--- config.mk ---
export PLATFORM = sky130hd
export DESIGN_NAME = vme_request_decode_flat
export DESIGN_NICKNAME = d
export VERILOG_FILES = /design/src/rtl/vme_request_decode_if.sv /design/src/rtl/vme_request_decode.sv /design/src/flat_wrapper.sv
export SDC_FILE = /design/constraint.sdc
export NUM_CORES = 1
export LEC_CHECK = 0
export CAP_MARGIN = 40
export CORE_AREA = 2 2 62 64
export CTS_BUF_LIST = sky130_fd_sc_hd__clkbuf_16
export DETAILED_ROUTE_END_ITERATION = 10
export DIE_AREA = 0 0 64 66
export GPL_TIMING_DRIVEN = 0
export PLACE_DENSITY_LB_ADDON = 0.1
export SYNTH_ARGS = -nofsm -noshare
export SYNTH_HDL_FRONTEND = slang
export SYNTH_SLANG_ARGS = --single-unit
--- constraint.sdc ---
create_clock -name clock -period 2.7 [get_ports clock]
set_clock_uncertainty 0.05 [all_clocks]
set_input_delay 0.54 -clock clock [delete_from_list [all_inputs] [get_ports clock]]
set_output_delay 0.54 -clock clock [all_outputs]
set_load 0.02 [all_outputs]
--- src/rtl/vme_request_decode_if.sv ---
// CPU-side strobe/address inputs and VME request/status outputs of the
// request decoder, bundled so the decoder and its driver share one port list.
interface vme_request_decode_if;
    logic        cpu_as;
    logic [31:0] cpu_address;
    logic [2:0]  cpu_fc;
    logic        request_vme;
    logic        request_vme_a16;
    logic        request_vme_a24;
    logic        request_vme_a40;
    logic        timeout_active;
    logic [7:0]  timeout_count;

    modport master (
        output cpu_as, cpu_address, cpu_fc,
        input  request_vme, request_vme_a16, request_vme_a24, request_vme_a40,
        input  timeout_active, timeout_count
    );

    modport slave (
        input  cpu_as, cpu_address, cpu_fc,
        output request_vme, request_vme_a16, request_vme_a24, request_vme_a40,
        output timeout_active, timeout_count
    );
endinterface

--- src/rtl/vme_request_decode.sv ---
// Synchronises the CPU address strobe, decodes address/function code into
// active-low VME window requests, and withdraws them when the bus watchdog expires.
module vme_request_decode #(
    parameter logic [15:0] A16_PREFIX     = 16'hFFFF,
    parameter logic [7:0]  A24_PREFIX     = 8'hFF,
    parameter logic [3:0]  A40_PREFIX     = 4'h8,
    parameter logic [15:0] TIMEOUT_CYCLES = 16'd1024
) (
    input  logic                 clock,
    input  logic                 reset,
    vme_request_decode_if.slave  bus
);

    typedef enum logic [1:0] {IDLE, VME, LOCAL, TIMEOUT} state_t;
    typedef enum logic [1:0] {WIN_NONE, WIN_A16, WIN_A24, WIN_A40} window_t;

    logic        as_s1, as_s2;
    state_t      state, state_next;
    window_t     window, window_next, hit;
    logic [15:0] wd_count, wd_count_next;
    logic [7:0]  to_count, to_count_next;
    logic        in_vme;

    // CPU space (fc 111) never reaches VME regardless of address.
    function automatic window_t decode_window(input logic [31:0] address,
                                              input logic [2:0]  fc);
        window_t w;
        w = WIN_NONE;
        if (fc != 3'b111) begin
            if (address[31:16] == A16_PREFIX)
                w = WIN_A16;
            else if (address[31:24] == A24_PREFIX)
                w = WIN_A24;
            else if (address[31:28] == A40_PREFIX)
                w = WIN_A40;
        end
        return w;
    endfunction

    function automatic logic [7:0] sat_inc8(input logic [7:0] value);
        return (value == 8'hFF) ? value : value + 8'd1;
    endfunction

    always_ff @(posedge clock) begin
        if (reset) begin
            as_s1    <= 1'b1;
            as_s2    <= 1'b1;
            state    <= IDLE;
            window   <= WIN_NONE;
            wd_count <= 16'd0;
            to_count <= 8'd0;
        end else begin
            as_s1    <= bus.cpu_as;
            as_s2    <= as_s1;
            state    <= state_next;
            window   <= window_next;
            wd_count <= wd_count_next;
            to_count <= to_count_next;
        end
    end

    // Address and fc are only looked at once as_s2 shows the strobe low,
    // by which point they have been stable for two clocks.
    always_comb begin
        state_next    = state;
        window_next   = window;
        wd_count_next = wd_count;
        to_count_next = to_count;
        hit           = decode_window(bus.cpu_address, bus.cpu_fc);

        case (state)
            IDLE: begin
                if (!as_s2) begin
                    if (hit != WIN_NONE) begin
                        state_next    = VME;
                        window_next   = hit;
                        wd_count_next = 16'd0;
                    end else begin
                        state_next = LOCAL;
                    end
                end
            end
            VME: begin
                // A strobe release seen on the expiry edge ends the cycle normally.
                if (as_s2) begin
                    state_next = IDLE;
                end else if (wd_count == TIMEOUT_CYCLES - 16'd1) begin
                    state_next    = TIMEOUT;
                    to_count_next = sat_inc8(to_count);
                end else begin
                    wd_count_next = wd_count + 16'd1;
                end
            end
            LOCAL: begin
                if (as_s2)
                    state_next = IDLE;
            end
            TIMEOUT: begin
                if (as_s2)
                    state_next = IDLE;
            end
            default: state_next = IDLE;
        endcase
    end

    // Outputs derive only from registers, so each changes exactly on a state edge.
    assign in_vme              = (state == VME);
    assign bus.request_vme     = !in_vme;
    assign bus.request_vme_a16 = !(in_vme && window == WIN_A16);
    assign bus.request_vme_a24 = !(in_vme && window == WIN_A24);
    assign bus.request_vme_a40 = !(in_vme && window == WIN_A40);
    assign bus.timeout_active  = (state != TIMEOUT);
    assign bus.timeout_count   = to_count;

endmodule

--- src/flat_wrapper.sv ---
// flat-port wrapper written by rule: the top's interface ports become plain ports
module vme_request_decode_flat 
#(
    parameter logic [15:0] A16_PREFIX     = 16'hFFFF,
    parameter logic [7:0]  A24_PREFIX     = 8'hFF,
    parameter logic [3:0]  A40_PREFIX     = 4'h8,
    parameter logic [15:0] TIMEOUT_CYCLES = 16'd1024
)
  (clock, reset, bus_cpu_as, bus_cpu_address, bus_cpu_fc, bus_request_vme, bus_request_vme_a16, bus_request_vme_a24, bus_request_vme_a40, bus_timeout_active, bus_timeout_count);
  vme_request_decode_if bus_i ();
  input  logic clock;
  input  logic reset;
  input wire logic [$bits(bus_i.cpu_as)-1:0] bus_cpu_as;
  input wire logic [$bits(bus_i.cpu_address)-1:0] bus_cpu_address;
  input wire logic [$bits(bus_i.cpu_fc)-1:0] bus_cpu_fc;
  output wire logic [$bits(bus_i.request_vme)-1:0] bus_request_vme;
  output wire logic [$bits(bus_i.request_vme_a16)-1:0] bus_request_vme_a16;
  output wire logic [$bits(bus_i.request_vme_a24)-1:0] bus_request_vme_a24;
  output wire logic [$bits(bus_i.request_vme_a40)-1:0] bus_request_vme_a40;
  output wire logic [$bits(bus_i.timeout_active)-1:0] bus_timeout_active;
  output wire logic [$bits(bus_i.timeout_count)-1:0] bus_timeout_count;
  assign bus_i.cpu_as = bus_cpu_as;
  assign bus_i.cpu_address = bus_cpu_address;
  assign bus_i.cpu_fc = bus_cpu_fc;
  assign bus_request_vme = bus_i.request_vme;
  assign bus_request_vme_a16 = bus_i.request_vme_a16;
  assign bus_request_vme_a24 = bus_i.request_vme_a24;
  assign bus_request_vme_a40 = bus_i.request_vme_a40;
  assign bus_timeout_active = bus_i.timeout_active;
  assign bus_timeout_count = bus_i.timeout_count;
  vme_request_decode #(.A16_PREFIX(A16_PREFIX), .A24_PREFIX(A24_PREFIX), .A40_PREFIX(A40_PREFIX), .TIMEOUT_CYCLES(TIMEOUT_CYCLES)) u_core (.clock(clock), .reset(reset), .bus(bus_i));
endmodule
== Word-level counts from Yosys, hierarchy flattened ==
Index checks and enable logic that the tools add are counted.
Cells by class
  magnitude comparators: 0
  multiply operators: 0
  shifts and indexed selects: 0
  equality and inequality tests: 19
  $add $sub $neg: 2
  muxes and demuxes: 15
  bitwise logic cells: 2
  divide/modulo/power cells: 0
  reductions and logical operators: 15
Operators by type and width (number)
  $mux 16: 4
  $pmux 16 s2: 1
  $mux 2: 9
  $add 16x1->16 const B: 1
  $eq 16x10->1 const B: 1
  $eq 16x16->1 const B: 1
  $eq 8x8->1 const B: 2
  $add 8x1->8 const B: 1
  $eq 2x2->1 const B: 4
  $ne 2x2->1 const B: 4
  $pmux 2 s3: 1
  $reduce_and 3->1: 2
  $reduce_and 5->1: 1
  $eq 2x1->1 const B: 2
  $eq 4x4->1 const B: 1
  $logic_not 1->1: 4
  $ne 2x1->1 const B: 2
  $reduce_and 4->1: 1
  $reduce_bool 2->1: 2
  $logic_and 1x1->1: 3
  $ne 3x2->1 const B: 1
  $ne 3x3->1 const B: 1
  $logic_not 2->1: 1
  $not 1->1: 2
  $reduce_or 2->1: 1
Storage, ports and cells
  register bits: 30
  bits of input ports: 38
  output and inout bits: 13
  RAM bits: 0
  bits in latches: 0
  memory bits (read-only): 0
  memories: 0

== Logic depth before layout (Yosys ltp) ==
Gate-level depths: netlist of run 1.
  depth in word-level cells: 9
  depth in mapped cells: 8
  gate-level depth less buffers: 6

== Worst setup path after synthesis of run 1 ==
No wires, ideal clock.
  path type: input -> register
  start: input port bus_cpu_address[28]
  end: register u_core.wd_count[3]
  required time: 2579 ps
  arrival: 2304 ps
  slack: 275 ps
  stages on the path: 6
  path buffers: 1
  cell sequence: or4b_1 -> nand2b_1 -> o221ai_1 -> clkbuf_1 -> or4_2 -> a21oi_1
On the way
  cells in the longest elaborated chain, start to end: 8
RTL lines
  start, declared: line flat_wrapper.sv:14  | input wire logic [$bits(bus_i.cpu_address)-1:0] bus_cpu_address;
  $eq 4x4->1: line vme_request_decode.sv:34  | else if (address[31:28] == A40_PREFIX)
  $mux 2: line vme_request_decode.sv:34
  $mux 2: line vme_request_decode.sv:32  | else if (address[31:24] == A24_PREFIX)
  $mux 2 (*): line vme_request_decode.sv:30  | if (address[31:16] == A16_PREFIX)
  $mux 2 (*): line vme_request_decode.sv:29  | if (fc != 3'b111) begin
  $reduce_bool 2->1 (*): line vme_request_decode.sv:74  | if (hit != WIN_NONE) begin
  $ne 2x1->1 (no line) (*)
  $reduce_and 5->1 (no line) (*)
  end signal, assigned: line vme_request_decode.sv:57  | wd_count <= wd_count_next;
  end, declared: line vme_request_decode.sv:20  | logic [15:0] wd_count, wd_count_next;
Mark *: on every way between the ends. The rest lies on a longest branch, timed or not.
A chain may end at the register's enable or synchronous reset.

== Worst setup path in the final report of run 1 ==
  start: input port bus_cpu_address[28]
  end: register u_core.wd_count[9]
Same word-level chain as after synthesis.

==> results of run 1 <==
[what timing repair did]
| action | in CTS | in global routing |
|---|---|---|
| cloned | 0 | 1 |
| endpoints found under the setup margin | 13 | 13 |
| gates resized for setup | 3 | 10 |
| pin swaps | 0 | 1 |
| setup buffers | 0 | 4 |
[power by group through the flow]
stage | Clock [uW] | Combinational (uW) | Sequential (uW)
global placement | 0 | 47.9 | 456
global route | 554 | 55.9 | 447
finish | 514 | 52.0 | 448
floorplan | 0 | 14.7 | 456
detailed placement | 0 | 49.6 | 456
CTS | 530 | 50.2 | 447
[through the flow]
| stage | power [uW] | hold slack (ps) |
|---|---|---|
| final | 1010 | 353 |
| after global routing | 1060 | 395 |
| after CTS | 1030 | 354 |
| after detailed placement | 506 | 343 |
| after global placement | 504 | 344 |
| after floorplan | 471 | 339 |
[registers in the layout (all words and copies together) (netlist names)]
signal and count:
u_core.bus.timeout_count 8, u_core.state 2, u_core.as_s2 1, u_core.as_s1 1, u_core.wd_count 16, u_core.window 2
[logic make-up after synthesis]
logic type	after synthesis	synth area share (%)
fa+ha+maj	2	1.59
xor+xnor	4	2.23
flops	30	38.2
mux	1	0.636
buf+inv	13	4.22
compound gates	46	19.0
simple gates	97	34.1
[worst max-delay path, cell delays in order]
cell             delay (ps)
clkdlybuf4s50_1         420
or4b_4                  540
nand2b_1                130
o221ai_4                170
buf_4                   180
buf_4                   120
or4_1                   510
a21oi_1                 170
[how the worst max path moves through the flow]
stage / to / slack, ps / depth (start not counted) / from
after floorplan: u_core.wd_count[3] / 280 / 6 / bus_cpu_address[28]
after global placement: u_core.wd_count[3] / -440 / 7 / bus_cpu_address[28]
after detailed placement: u_core.wd_count[3] / -460 / 7 / bus_cpu_address[28]
after CTS: u_core.wd_count[3] / 20 / 7 / bus_cpu_address[28]
after global routing: u_core.wd_count[0] / -3 / 8 / u_core.wd_count[0]
final: u_core.wd_count[9] / 60 / 8 / bus_cpu_address[28]
[synthesized netlist by cell type, types with 2 or more instances]
cell type,n
nor2_1,18
or3_1,5
clkbuf_1,3
o311ai_0,4
ha_1,2
nor3_1,7
nor2b_1,2
nand3b_1,2
nand4_1,5
or2_2,3
nand3_1,16
dfxtp_1,30
inv_1,5
xnor2_1,3
o21ai_0,5
or4_1,10
nor4_1,5
o31ai_1,10
a211oi_1,2
and2_1,2
nand2_1,14
a21oi_1,18
o41ai_1,3
[final cells by class]
type                       instances  area (um2)
tap                               48        60.1
clock buffer                       5         125
timing repair buffer              38         365
buffer                             7        50.0
fill                             336        1370
inverter                           6        25.0
multi-input combinational        150         941
sequential                        30         601
clock inverter                     3        12.5
[routing by layer]
metal  global-route usage, %  part of all wire [%]
met3                    4.77                   3.8
met1                    22.7                    41
met5                       0                     0
met2                    37.6                    53
met4                    10.9                   1.7
==> results.py, run 1 <==
metrics = {
    "synth": {
        "syn_inst": 193,
        "synth_top_cell_by_area": "dfxtp_1",
        "ys.flop_type": "dfxtp_1",
        "ys_ff_latch": 30,
        "postSynthAreaPerCell_um2": 8.15,
        "synth-edff-count": 0,
        "synth.area.top_cells": "dfxtp_1 38%, a21oi_1 5.7%, nand3_1 5.1%",
        "ys_types": 42,
        "async_flop_share_pct": 0,
        "synth.yosys.seq_area_share_pct": 38.2,
        "syn_nets": 233,
        "netlist.area_leader.share_pct": 38.2,
        "syn_area_um2": 1570,
        "ys_warn_count": 0,
    },
    "setup_path": {
        "path_max_fanout": 7,
        "required_ps": 2840,
        "ff2ff_setup_slack_ps": 90,
        "r2r_cells": 8,
        "critPathKind": "in2reg",
        "cp-start-kind": "input port",
        "r2r-end": "u_core.bus.timeout_count[5]",
        "critPathCaptureType": "flop",
        "cp.arrival_ps": 2780,
        "regToRegStartpoint": "u_core.wd_count[0]",
    },
    "timing": {
        "tightest_slew_ps": 521,
        "max_freq_mhz": 379,
        "min_period_ps": 2640,
        "setup_tns_ps": 0,
        "setup_violations": 0,
        "slew_viol_final": 0,
        "fin_crit_sh_pct": 97.8,
        "hold_viol": 0,
        "relSlewSlack_pct": 64.9,
        "final.setup.worst_slack_ps": 59.2,
    },
    "floorplanning": {
        "boundaryPins": 51,
        "rows": 22,
        "core_um2": 3550,
        "fp.dieArea_um2": 4220,
        "die_h_um": 66,
        "fp.dieW_um": 64,
        "start_util_pct": 44.3,
    },
    "clocking": {
        "clk_pin_slew_ps": 50,
        "clk_latency_ps": 270,
        "cts_root_buffer": "clkbuf_16",
        "cts.sinks": 30,
        "cts_tree": "yes",
        "hold_buffers": 0,
        "cts_made_buffers": 5,
        "cts-htree-levels": 2,
        "ctsLongestPathBuffers": 2,
    },
    "final_layout": {
        "nets": 278,
        "final_area_um2": 2180,
        "final_common_cell": "clkdlybuf4s50_1",
        "fin_cells": 287,
        "area_growth_pct": 38.6,
        "post-route-util_pct": 61.4,
        "drive_gt1_share_pct": 11.7,
        "mostFrequentLayoutCells": "33 x clkdlybuf4s50_1, 30 x dfxtp_1, 18 x nor2_1, 18 x a21oi_1, 16 x nand3_1",
        "n_antenna_cell": 0,
    },
    "power": {
        "internal_power_uw": 810,
        "p_leak_uw": 0.000708,
        "seq_power_share_pct": 44.1,
        "cellPowerDensity_nw_per_um2": 465,
        "comb_power_share_pct": 5.1,
        "swShare_pct": 20.1,
        "switching_power_uw": 204,
        "p_clk_share_pct": 50.7,
        "ir_drop_mv": 0.428,
    },
    "global_route": {
        "first_global_vias": 1558,
        "grt_max_degree": 11,
        "overflow": 0,
        "antenna_found_initial": 0,
        "grt_pass1_wl_mm": 6.73,
        "track_usage_pct": 20.9,
    },
    "route": {
        "drt-initial-drc-count": 88,
        "postRouteAntennaNets": 0,
        "vias": 1661,
        "drt-pass1-iter-count": 4,
        "viasPerCell": 5.79,
        "totalWireLength_mm": 4.28,
        "drc_errors": 0,
        "wire_per_inst_um": 14.9,
    },
    "placed_design": {
        "place_inst": 274,
        "dp_slack_ps": -455,
        "gp_congestion": 0.851,
        "hpwl_mm": 3.04,
        "dpl_cell_area_um2": 1960,
        "io_buffers": 33,
    },
    "run": {
        "cap_violations": 0,
    },
    "worst_hold_path": {
        "hold_start": "u_core.as_s1",
        "timing.hold.worst.class": "reg2reg",
        "holdPathStages": 1,
        "hold_path_end": "u_core.as_s2",
    },
    "outcome": {
        "status": "finished, final reports clean",
    },
}
Power figures use the tool's default switching activity.
==> run 2, diff against run 1 <==
--- a/config.mk
+++ b/config.mk
@@ -14,2 +14,4 @@
 export PLACE_DENSITY_LB_ADDON = 0.1
+export RECOVER_POWER = 50
+export SKIP_LAST_GASP = 1
 export SYNTH_ARGS = -nofsm -noshare
==> constraint.sdc (replaced) <==
create_clock -name clock -period 2.7 [get_ports clock]
set_clock_uncertainty 0.05 [all_clocks]
set_input_delay 0.27 -clock clock [delete_from_list [all_inputs] [get_ports clock]]
set_output_delay 0.27 -clock clock [all_outputs]
set_load 0.02 [all_outputs]
==> run 2 against run 1 <==
Critical path depth is the same; sequential share of layout area rose by 0.78 points; first-iteration DRC count grew 40%; register-to-register slack about the same.
==> results.py, run 2 (synthesized netlist as in run 1, its figures left out) <==
metrics = {
    "global_route": {
        "antenna_found_initial": 0,
        "track_usage_pct": 20.8,
        "first_global_vias": 1549,
        "grt_max_degree": 11,
        "grt_pass1_wl_mm": 6.71,
        "overflow": 0,
    },
    "setup_path": {
        "critPathCaptureType": "flop",
        "required_ps": 2850,
        "path_max_fanout": 8,
        "cp.arrival_ps": 2770,
        "r2r-end": "u_core.bus.timeout_count[5]",
        "cp-start-kind": "flop",
        "r2r_cells": 8,
        "critPathKind": "reg2reg",
        "crit_start": "u_core.wd_count[0]",
        "ff2ff_setup_slack_ps": 80,
        "regToRegStartpoint": "u_core.wd_count[0]",
    },
    "route": {
        "drt-initial-drc-count": 123,
        "postRouteAntennaNets": 0,
        "viasPerCell": 5.77,
        "drt-pass1-iter-count": 4,
        "totalWireLength_mm": 4.14,
        "drc_errors": 0,
        "vias": 1626,
        "wire_per_inst_um": 14.7,
    },
    "run": {
        "cap_violations": 0,
    },
    "clocking": {
        "post_cts_buffers": 0,
        "cts-htree-levels": 2,
        "post_cts_resized": 1,
        "clk_pin_slew_ps": 50,
        "hold_buffers": 0,
        "cts_made_buffers": 5,
        "clk_latency_ps": 270,
        "cts_root_buffer": "clkbuf_16",
        "cts_tree": "yes",
        "ctsLongestPathBuffers": 2,
        "cts.sinks": 30,
    },
    "worst_hold_path": {
        "holdPathStages": 2,
        "hold_start": "reset",
        "timing.hold.worst.class": "in2reg",
        "hold_path_end": "u_core.window[1]",
    },
    "floorplanning": {
        "fp.dieArea_um2": 4220,
        "core_um2": 3550,
        "rows": 22,
        "fp.dieW_um": 64,
        "die_h_um": 66,
        "boundaryPins": 51,
        "start_util_pct": 44.3,
    },
    "final_layout": {
        "nets": 273,
        "drive_gt1_share_pct": 8.55,
        "n_antenna_cell": 0,
        "fillers": 339,
        "area_growth_pct": 34.8,
        "final_area_um2": 2120,
        "mostFrequentLayoutCells": "30 x dfxtp_1, 25 x clkdlybuf4s50_1, 18 x nor2_1, 18 x a21oi_1, 16 x nand3_1",
        "top_register": "u_core.wd_count",
        "multi_input_area_um2": 923,
        "largest_reg_flops": 16,
        "final_common_cell": "dfxtp_1",
        "fin_cells": 282,
        "seqCellArea_um2": 601,
    },
    "timing": {
        "slew_viol_final": 0,
        "rsz0062_at_grt": "yes",
        "tightest_slew_ps": 546,
        "max_freq_mhz": 381,
        "min_period_ps": 2620,
        "fin_crit_sh_pct": 97.1,
        "hold_viol": 0,
        "setup_violations": 0,
        "relSlewSlack_pct": 63.2,
    },
    "outcome": {
        "status": "finished, final reports clean",
    },
    "placed_design": {
        "dpl_cell_area_um2": 1960,
        "gp_congestion": 0.851,
        "place_inst": 274,
        "io_buffers": 33,
        "hpwl_mm": 3.04,
    },
    "power": {
        "cellPowerDensity_nw_per_um2": 478,
        "ir_drop_mv": 0.428,
        "p_leak_uw": 0.000709,
    },
}
==> run 2: cell types whose count changed in the layout (fill, tap and decap cells not counted), sizes merged <==
cell	before	now
clkdlybuf4s50	33	25
dlygate4sd3	0	8
buf	8	2
clkbuf	8	9
==> run 2: how the worst max path moves through the flow <==
stage                                       end  slack, ps
floorplan           u_core.bus.timeout_count[5]        330
global placement             u_core.wd_count[3]       -170
detailed placement           u_core.wd_count[8]       -190
CTS                          u_core.wd_count[8]         80
global route        u_core.bus.timeout_count[5]         -9
finish              u_core.bus.timeout_count[5]         80
==> run 2: stage by stage <==
step	setup WS (ps)	setup TNS (ps)	utilization [%]	hold WS, ps	total power, uW
6_report	77.7	0	59.7	155	1010
5_1_grt	-9.01	-9.01	59.7	162	1050
4_1_cts	79.0	0	59.3	151	1030
3_5_place_dp	-187	-1710	55.3	343	506
3_3_place_gp	-166	-958	55.3	344	504
2_1_floorplan	335	0	-	324	471
==> run 2: area by class of cell <==
cell class / count / share of cell area (%)
Clock inverter: 3 / 0.590
Inverter: 6 / 1.18
Tap cell: 48 / 2.83
Sequential cell: 30 / 28.3
Clock buffer: 5 / 5.90
Buffer: 7 / 2.01
Timing Repair Buffer: 33 / 15.6
Multi-Input combinational cell: 150 / 43.6
==> run 2: report_power, final <==
part / total, uW / switching, uW / internal (uW)
sequential: 448 / 1.92 / 446
clock: 517 / 185 / 332
combinational: 49.9 / 18.5 / 31.4
total: 1010 / 205 / 809
==> run 2: critical path: stages, from the launching register on <==
cell	delay [ps]
dfxtp_1	390
ha_1	230
nand4_2	180
or3_1	380
clkbuf_2	170
or3_1	360
buf_2	180
or4_1	470
a21oi_1	140
==> run 2: metal layers <==
metal | share of wire (%) | GRT usage (%) | vias up
met5 | 0 | 0 | -
met4 | 1.8 | 10.9 | 0
met3 | 3.6 | 4.77 | 6
met2 | 51 | 37.1 | 34
met1 | 43 | 22.9 | 763
li1 | - | - | 823
==> run 3, diff against run 2 <==
- CORE_AREA: 2 2 62 64 -> 2 2 65 67
- DIE_AREA: 0 0 64 66 -> 0 0 67 69
- clock period: 2.7 -> 2.4 ns (I/O delays scaled with it)
==> run 3 against run 2 <==
Combinational power increased by 14%; non-clock buffer count increased by 3; first-iteration DRC count increased by 13%; die area increased by 9.4%; core utilization decreased by 2.7 points; hold slack got worse by 23 ps; sequential share of layout area decreased by 1.1 points; global-route usage decreased by 1.3 points; sequential power increased by 12%; cell count increased by 1.8%; largest cell class unchanged.
==> results.py, run 3 (synthesized netlist as in run 1, its figures left out) <==
metrics = {
    "outcome": {
        "status": "finished, final reports clean",
    },
    "setup_path": {
        "required_ps": 2550,
        "cp_num_buf_inv": 2,
        "path_max_fanout": 10,
        "critPathKind": "in2reg",
        "critical_path.top_delay_family": "simple AND/OR/NAND/NOR gates",
        "cp.arrival_ps": 2480,
        "crit_slowest_cell": "or4_2",
        "critPathCaptureType": "flop",
        "crit_chain": "clkdlybuf4s50_1 -> or4b_1 -> nand2b_1 -> o221ai_4 -> buf_6 -> or4_2 -> a21oi_1",
        "max_stage_delay_ps": 630,
        "cp-start-kind": "input port",
    },
    "global_route": {
        "grt_pass1_wl_mm": 7.02,
        "antenna_found_initial": 0,
        "track_usage_pct": 19.5,
        "grt_max_degree": 11,
        "first_global_vias": 1544,
        "overflow": 0,
    },
    "run": {
        "cap_violations": 0,
    },
    "timing": {
        "max_freq_mhz": 429,
        "rsz0062_at_grt": "yes",
        "fin_crit_sh_pct": 97.2,
        "setup_violations": 0,
        "slew_viol_final": 0,
        "relSlewSlack_pct": 66.0,
        "worst_hold_slack_ps": 133,
        "hold_viol": 0,
        "min_period_ps": 2330,
        "final.setup.worst_slack_ps": 66.6,
        "setup_tns_ps": 0,
        "tightest_slew_ps": 505,
    },
    "clocking": {
        "hold_buffers": 0,
        "ctsLongestPathBuffers": 2,
        "clk_latency_ps": 270,
        "cts_root_buffer": "clkbuf_16",
        "cts_made_buffers": 5,
        "clk_pin_slew_ps": 50,
        "cts_tree": "yes",
        "cts-htree-levels": 2,
        "cts.sinks": 30,
    },
    "final_layout": {
        "area_growth_pct": 41.8,
        "n_antenna_cell": 0,
        "fillers": 381,
        "mostFrequentLayoutCells": "26 x dfxtp_1, 22 x clkdlybuf4s50_1, 18 x nor2_1, 18 x a21oi_1, 16 x nand3_1",
        "seqCellArea_um2": 608,
        "multi_input_area_um2": 963,
        "largest_reg_flops": 16,
        "final_common_cell": "dfxtp_1",
        "top_register": "u_core.wd_count",
        "drive_gt1_share_pct": 13.1,
        "post-route-util_pct": 57.0,
        "nets": 276,
    },
    "power": {
        "p_leak_uw": 0.000748,
        "ir_drop_mv": 0.342,
        "cellPowerDensity_nw_per_um2": 559,
    },
    "floorplanning": {
        "core_um2": 3910,
        "die_h_um": 69,
        "fp.dieArea_um2": 4620,
        "start_util_pct": 40.2,
        "boundaryPins": 51,
        "fp.dieW_um": 67,
        "rows": 23,
    },
    "placed_design": {
        "hpwl_mm": 3.01,
        "io_buffers": 33,
        "gp_congestion": 0.836,
        "dp_slack_ps": -498,
    },
    "route": {
        "drc_errors": 0,
        "totalWireLength_mm": 4.29,
        "postRouteAntennaNets": 0,
        "drt-pass1-iter-count": 4,
        "viasPerCell": 5.94,
        "drt-initial-drc-count": 139,
        "vias": 1704,
        "wire_per_inst_um": 15.0,
    },
    "worst_hold_path": {
        "timing.hold.worst.class": "in2reg",
    },
}
-- run 3: changes by cell type in the layout (fill, tap and decap cells not counted), sizes merged --
cell and delta:
bufinv +1, clkinv -2, inv +1, buf +5
dlygate4sd3 +3, clkdlybuf4s50 -3, clkbuf -2
-- run 3: layer usage --
| metal | vias up | part of all wire [%] | track usage (%) | routed length [um] |
|---|---|---|---|---|
| met4 | 0 | 1.3 | 6.12 | 56 |
| li1 | 826 | - | - | - |
| met1 | 809 | 42 | 24.6 | 1810 |
| met5 | - | 0 | 0 | 0 |
| met2 | 63 | 51 | 31.9 | 2180 |
| met3 | 6 | 5.8 | 5.06 | 248 |
-- run 3: power by group --
part	leakage, uW	internal (uW)	switching [uW]
Sequential	0.000244	500	2.23
Combinational	0.000417	36.0	21.1
Clock	0.0000864	480	207
-- run 3: timing repair --
action | in CTS | in global routing
gates cloned | 0 | 0
endpoints found under the hold margin | 0 | 0
endpoints found under the setup margin | 18 | 15
pin swaps | 1 | 4
gates resized for setup | 10 | 12
setup buffers | 1 | 3
-- run 3: path summary, 6_finish.rpt --
path,from,end,slack [ps],cells past startpoint
min reg2reg,u_core.as_s1,u_core.as_s2,350,1
max,bus_cpu_address[28],u_core.wd_count[3],70,7
max reg2reg,u_core.wd_count[0],u_core.bus.timeout_count[5],90,7
min,reset,u_core.state[1],130,2
-- run 3: final cells by class --
type / instances / share of cell area [%]
Buffer: 6 / 2.13
Clock buffer: 5 / 5.61
Clock inverter: 3 / 1.68
Inverter: 6 / 1.12
Multi-Input combinational cell: 150 / 43.2
Sequential cell: 30 / 27.3
Tap cell: 50 / 2.81
Timing Repair Buffer: 37 / 16.2
-- run 3: through the flow --
stage	cells	instance area, um2	power, uW
2_1_floorplan	193	1570	529
3_3_place_gp	276	1970	567
3_5_place_dp	276	1970	569
4_1_cts	284	2180	1250
5_1_grt	287	2230	1280
6_report	287	2230	1250
